## src/rtl/spi_pin_port_ctrl.sv

```systemverilog
// Purpose: SPI master-to-pad adapter; registers pad drives, synchronizes DQ inputs
//          and sequences DQ bus direction through a guarded turnaround FSM.
// Latency: pad outputs 1 cycle; spi_dq_i SYNC_STAGES cycles (+1 in loopback);
//          pins_dq_oe rises TURN_CYC+1 cycles after the first output-enable request.
// Backpressure: none; a pin-level pass-through that accepts new values every cycle.
//
// Ports:
//   clk, rst_n                      clock, asynchronous active-low reset
//   spi_sck, spi_dq_o, spi_dq_oe,   master-side serial clock, data, per-line OE,
//   spi_cs, spi_dq_i                active-low chip selects, synchronized read data
//   cfg_loopback                    feed driven DQ values back into the synchronizer
//   pins_sck_*, pins_dq_*,          pad controls (value, output enable, input enable,
//   pins_cs_*                       pull-up enable) and pad input values
//   dir_state                       direction FSM state (0 IN, 1 TURN, 2 OUT)

module spi_pin_port_ctrl #(
  parameter int DQ_W        = 4,
  parameter int CS_W        = 4,
  parameter int SYNC_STAGES = 2,
  parameter int TURN_CYC    = 1
) (
  input  logic            clk,
  input  logic            rst_n,

  input  logic            spi_sck,
  input  logic [DQ_W-1:0] spi_dq_o,
  input  logic [DQ_W-1:0] spi_dq_oe,
  output logic [DQ_W-1:0] spi_dq_i,
  input  logic [CS_W-1:0] spi_cs,

  input  logic            cfg_loopback,

  output logic            pins_sck_oval,
  output logic            pins_sck_oe,
  input  logic [DQ_W-1:0] pins_dq_ival,
  output logic [DQ_W-1:0] pins_dq_oval,
  output logic [DQ_W-1:0] pins_dq_oe,
  output logic [DQ_W-1:0] pins_dq_ie,
  output logic [DQ_W-1:0] pins_dq_pue,
  output logic [CS_W-1:0] pins_cs_oval,
  output logic [CS_W-1:0] pins_cs_oe,

  output logic [1:0]      dir_state
);

  typedef enum logic [1:0] {
    ST_IN   = 2'd0,
    ST_TURN = 2'd1,
    ST_OUT  = 2'd2,
    ST_BAD  = 2'd3
  } dir_st_e;

  // Counter preload; TURN is skipped entirely when TURN_CYC is zero.
  localparam logic [3:0] TURN_LOAD = (TURN_CYC > 0) ? 4'(TURN_CYC - 1) : 4'd0;

  // ---------------------------------------------------------------------------
  // Output pad value registers
  // ---------------------------------------------------------------------------
  logic            sck_q;
  logic [DQ_W-1:0] dq_oval_q;
  logic [CS_W-1:0] cs_q;

  always_ff @(posedge clk or negedge rst_n) begin
    if (!rst_n) begin
      sck_q     <= 1'b0;
      dq_oval_q <= '0;
      cs_q      <= '1;  // chip selects idle deasserted
    end else begin
      sck_q     <= spi_sck;
      dq_oval_q <= spi_dq_o;
      cs_q      <= spi_cs;
    end
  end

  assign pins_sck_oval = sck_q;
  assign pins_dq_oval  = dq_oval_q;
  assign pins_cs_oval  = cs_q;
  assign pins_sck_oe   = 1'b1;
  assign pins_cs_oe    = '1;
  assign pins_dq_pue   = '1;

  // ---------------------------------------------------------------------------
  // DQ input synchronizer. In loopback the chain samples the registered pad
  // drive value, so loopback data arrives one cycle later than pad data.
  // ---------------------------------------------------------------------------
  logic [DQ_W-1:0] sync_d;
  logic [DQ_W-1:0] sync_q [SYNC_STAGES];

  assign sync_d = cfg_loopback ? dq_oval_q : pins_dq_ival;

  always_ff @(posedge clk or negedge rst_n) begin
    if (!rst_n) begin
      for (int i = 0; i < SYNC_STAGES; i++) begin
        sync_q[i] <= '0;
      end
    end else begin
      sync_q[0] <= sync_d;
      for (int i = 1; i < SYNC_STAGES; i++) begin
        sync_q[i] <= sync_q[i-1];
      end
    end
  end

  assign spi_dq_i = sync_q[SYNC_STAGES-1];

  // ---------------------------------------------------------------------------
  // Bus direction FSM. Pad oe/ie are registered alongside the state so that
  // oe can only be non-zero in the same cycle the state register reads OUT.
  // ---------------------------------------------------------------------------
  logic            dir_req;
  dir_st_e         state_q;
  logic [3:0]      cnt_q;
  logic [DQ_W-1:0] dq_oe_q;
  logic [DQ_W-1:0] dq_ie_q;

  assign dir_req = |spi_dq_oe;

  always_ff @(posedge clk or negedge rst_n) begin
    if (!rst_n) begin
      state_q <= ST_IN;
      cnt_q   <= 4'd0;
      dq_oe_q <= '0;
      dq_ie_q <= '1;
    end else begin
      case (state_q)
        ST_IN: begin
          if (dir_req && (TURN_CYC == 0)) begin
            state_q <= ST_OUT;
            dq_oe_q <= spi_dq_oe;
            dq_ie_q <= ~spi_dq_oe;
          end else if (dir_req) begin
            // Guard window: neither side drives or listens.
            state_q <= ST_TURN;
            cnt_q   <= TURN_LOAD;
            dq_oe_q <= '0;
            dq_ie_q <= '0;
          end else begin
            dq_oe_q <= '0;
            dq_ie_q <= '1;
          end
        end

        ST_TURN: begin
          if (!dir_req) begin
            // Request withdrawn during the guard: abort back to input.
            state_q <= ST_IN;
            cnt_q   <= 4'd0;
            dq_oe_q <= '0;
            dq_ie_q <= '1;
          end else if (cnt_q == 4'd0) begin
            state_q <= ST_OUT;
            dq_oe_q <= spi_dq_oe;
            dq_ie_q <= ~spi_dq_oe;
          end else begin
            cnt_q <= cnt_q - 4'd1;
          end
        end

        ST_OUT: begin
          if (!dir_req) begin
            state_q <= ST_IN;
            dq_oe_q <= '0;
            dq_ie_q <= '1;
          end else begin
            // Per-line enable changes track with one cycle of latency.
            dq_oe_q <= spi_dq_oe;
            dq_ie_q <= ~spi_dq_oe;
          end
        end

        default: begin
          state_q <= ST_IN;
          cnt_q   <= 4'd0;
          dq_oe_q <= '0;
          dq_ie_q <= '1;
        end
      endcase
    end
  end

  assign pins_dq_oe = dq_oe_q;
  assign pins_dq_ie = dq_ie_q;
  assign dir_state  = state_q;

endmodule

```

## config.mk

```make
export PLATFORM = sky130hd
export DESIGN_NAME = spi_pin_port_ctrl
export DESIGN_NICKNAME = d
export VERILOG_FILES = /design/src/rtl/spi_pin_port_ctrl.sv
export SDC_FILE = /design/constraint.sdc
export NUM_CORES = 1
export LEC_CHECK = 0
export BUFFER_PORTS_ARGS = -buffer_cell sky130_fd_sc_hd__clkbuf_2
export CORE_MARGIN = 2
export CORE_UTILIZATION = 51
export CTS_CLUSTER_SIZE = 16
export DETAILED_ROUTE_END_ITERATION = 16
export PLACE_DENSITY = 0.95
export SETUP_SLACK_MARGIN = 0.15
export SLEW_MARGIN = 20
export SYNTH_ARGS = -nofsm -noshare
export SYNTH_HDL_FRONTEND = slang
export SYNTH_SLANG_ARGS = --single-unit
export TNS_END_PERCENT = 30
```

## constraint.sdc

```tcl
create_clock -name clk -period 4.4 [get_ports clk]
set_input_delay 1.1 -clock clk [delete_from_list [all_inputs] [get_ports clk]]
set_output_delay 1.1 -clock clk [all_outputs]
set_load 0.01 [all_outputs]
```

==> flow_summary.json <==
{
  "drtIter0Drc": 22,
  "cts_resized": 0,
  "synth_cell_types": 29,
  "crit_type": "input port to flop",
  "worst_pin_slew_ns": 0.730,
  "crit_fanout": 5,
  "netlist_top_cells_area": "dfrtp_1, dfstp_2, buf_4, ha_1, mux2_2",
  "required_ns": 4.62,
  "gp_congestion": 0.827,
  "stdcell_count": 190,
  "start_util_pct": 54.8,
  "ys_ff_latch": 31,
  "tns_ns": 0,
  "crit_arrival_ns": 2.36,
  "cp-start-kind": "input port",
  "final_core_util_pct": 64.9,
  "io_pins": 52,
  "ctsHoldBuffers": 0,
  "power_leakage_nw": 0.838,
  "syn_area_sq_um": 1380,
  "gr-total-overflow": 0,
  "finalSetupViolCount": 0,
  "crit_family": "compound AO/OA/AOI/OAI gates",
  "min_period_over_period_pct": 48.8,
  "worst-path-buf-inv": 1,
  "finalNetCount": 186,
  "cp_slowest_cell": "o41ai_4",
  "detail_route.wl_per_cell_um": 13.7,
  "ctsRootBufferMaster": "clkbuf_4",
  "grt_max_degree": 32,
  "netlist.area_leader.share_pct": 41.7,
  "syn_inst": 116,
  "dr.pass1.iters": 4,
  "relSlewSlack_pct": 51.3,
  "vias": 961,
  "period_needed_ns": 2.15,
  "yosysWarnings": 0,
  "antenna_cells": 0,
  "drt-total-wl_mm": 2.60,
  "clk_latency_ns": 0.32,
  "hold_viol": 0,
  "ys_seq_area_share_pct": 56.9,
  "hpwlAfterDp_mm": 2.01,
  "skew_ns": 0.00857,
  "syn_area_per_cell_sq_um": 11.9,
  "fp.dieW_um": 56.0,
  "die_h_um": 56.0,
  "cts_tree": "built",
  "max-cap-violations": 0,
  "ir_worst_vdd_mv": 0.396,
  "cpPeakStageDelay_ns": 0.47,
  "rsz0062_at_grt": "no",
  "grt_pass1_vias": 941,
  "setup.worst_path.end_class": "flop",
  "drcViolationCount": 0,
  "portBuffers": 42,
  "core-area_sq_um": 2520,
  "worstPathCellList": "clkbuf_2 > o41ai_4 > nor2_2 > nor3_2 > mux2_4",
  "fmax_ghz": 0.465,
  "synth.largest_area_cell": "dfrtp_1",
  "place_inst": 182,
  "grtUsageTotal_pct": 17.2,
  "area_delta_synth_final_pct": 18.5,
  "rows": 18,
  "cts.clk_slew.worst_paths_ns": 0.10,
  "cts.sinks": 31,
  "die_area_sq_um": 3140,
  "drive_gt1_share_pct": 43.8,
  "grt_pass1_wl_mm": 4.15,
  "status": "finished, final reports clean",
  "whs_ns": 0.360,
  "p_per_area_nw_per_um2": 558,
  "htreeDepth": 2,
  "hold_class": "flop to flop",
  "antenna_found_initial": 0,
  "finalMaxSlewViolations": 0,
  "cts.path.max_buffers": 2,
  "cts_setup_buffers": 0,
  "numCtsBuffers": 5,
  "ant_nets": 0,
  "routed_via_density": 5.06
}
registers in the layout, indices dropped and copies added (netlist names):
| name | count |
|---|---|
| cnt_q | 4 |
| pins_dq_oval | 4 |
| pins_dq_oe | 4 |
| pins_sck_oval | 1 |
| dir_state | 2 |
| pins_cs_oval | 4 |
| sync_q | 4 |
| pins_dq_ie | 4 |
| spi_dq_i | 4 |
cell families (layout without fill, tap and decap cells):
| family | Yosys count | after routing | share of synthesized area (%) |
|---|---|---|---|
| other cells | 1 | 9 | 0.271 |
| simple gates | 39 | 39 | 15.1 |
| flops | 31 | 31 | 56.9 |
| buf+inv | 18 | 54 | 8.97 |
| mux | 6 | 6 | 5.07 |
| fa+ha+maj | 7 | 7 | 6.34 |
| compound gates | 14 | 14 | 7.34 |
cell type report:
cell class	count	area, sq um
Inverter	4	15.0
Clock buffer	6	51.3
Tap cell	30	37.5
Multi-Input combinational cell	75	502
Clock inverter	2	35.0
Sequential cell	31	786
Timing Repair Buffer	42	210
Fill cell	188	886
placed cells by master, fill, tap and decap left out, types with 2 or more instances in the layout:
master and instances:
o21ai_0 5, nor2b_1 2, a21oi_1 2, dfrtp_1 23, nor2_1 8, ha_1 7
clkbuf_2 42, nand2b_1 5, mux2_2 4, dfstp_2 8, nand3_1 5, nor3_1 2
inv_1 4, nand2_1 10, conb_1 9, a31oi_1 4, clkbuf_4 5
report_power, final:
group          switching [mW]  internal [mW]  leakage [nW]
logic                   0.168          0.124         0.421
registers              0.0379          0.354         0.368
clock network          0.0946          0.134        0.0482
routing by layer:
| metal | track usage [%] | share of wire (%) | vias to the layer above |
|---|---|---|---|
| met3 | 6.28 | 5.8 | 10 |
| met1 | 17.7 | 38 | 460 |
| li1 | - | - | 452 |
| met5 | 0 | 0 | - |
| met4 | 8.84 | 3.7 | 0 |
| met2 | 30.4 | 52 | 39 |
synth_stat cells:
cell / number
buf_6: 1
nor2_2: 1
nor2b_1: 2
nor3_2: 1
mux2_4: 1
dfrtp_1: 23
conb_1: 1
o22ai_1: 1
mux2_2: 4
inv_1: 4
a21o_1: 1
nor3b_2: 1
or2_2: 1
ha_1: 7
nor3_1: 2
o21ai_0: 5
mux2i_1: 1
nand3_1: 5
or3_1: 1
nor2_1: 8
nor4_2: 1
a31oi_1: 4
buf_4: 13
nand2b_1: 5
a21oi_1: 2
o41ai_4: 1
nand2_1: 10
dfstp_2: 8
and2_4: 1
final timing paths:
| path | from | to | slack (ns) | cells after the start |
|---|---|---|---|---|
| max in group asynchronous | rst_n | cnt_q[0] | 3.11 | 1 |
| worst max-delay path | spi_dq_oe[0] | dir_state[0] | 2.25 | 5 |
| worst max register to register | cnt_q[0] | dir_state[0] | 2.66 | 6 |
| min in group asynchronous | rst_n | cnt_q[2] | 0.82 | 1 |
| worst min-delay path | sync_q[6] | spi_dq_i[2] | 0.36 | 0 |
| worst min register to register | sync_q[6] | spi_dq_i[2] | 0.36 | 0 |
worst register-to-register path, stage by stage, from the launching register on:
cell,delay (ns)
dfrtp_1,0.42
inv_1,0.09
ha_1,0.16
nor3b_2,0.32
nor2_2,0.13
nor3_2,0.22
mux2_4,0.31
metrics by stage:
stage	power [mW]	setup slack [ns]	instance area, sq um
floorplan	0.583	2.17	1410
global placement	0.672	1.98	1550
detailed placement	0.687	1.92	1550
CTS	0.917	2.28	1640
global route	0.966	2.23	1640
finish	0.913	2.25	1640
Note: power is estimated with default switching activity, not from simulation.
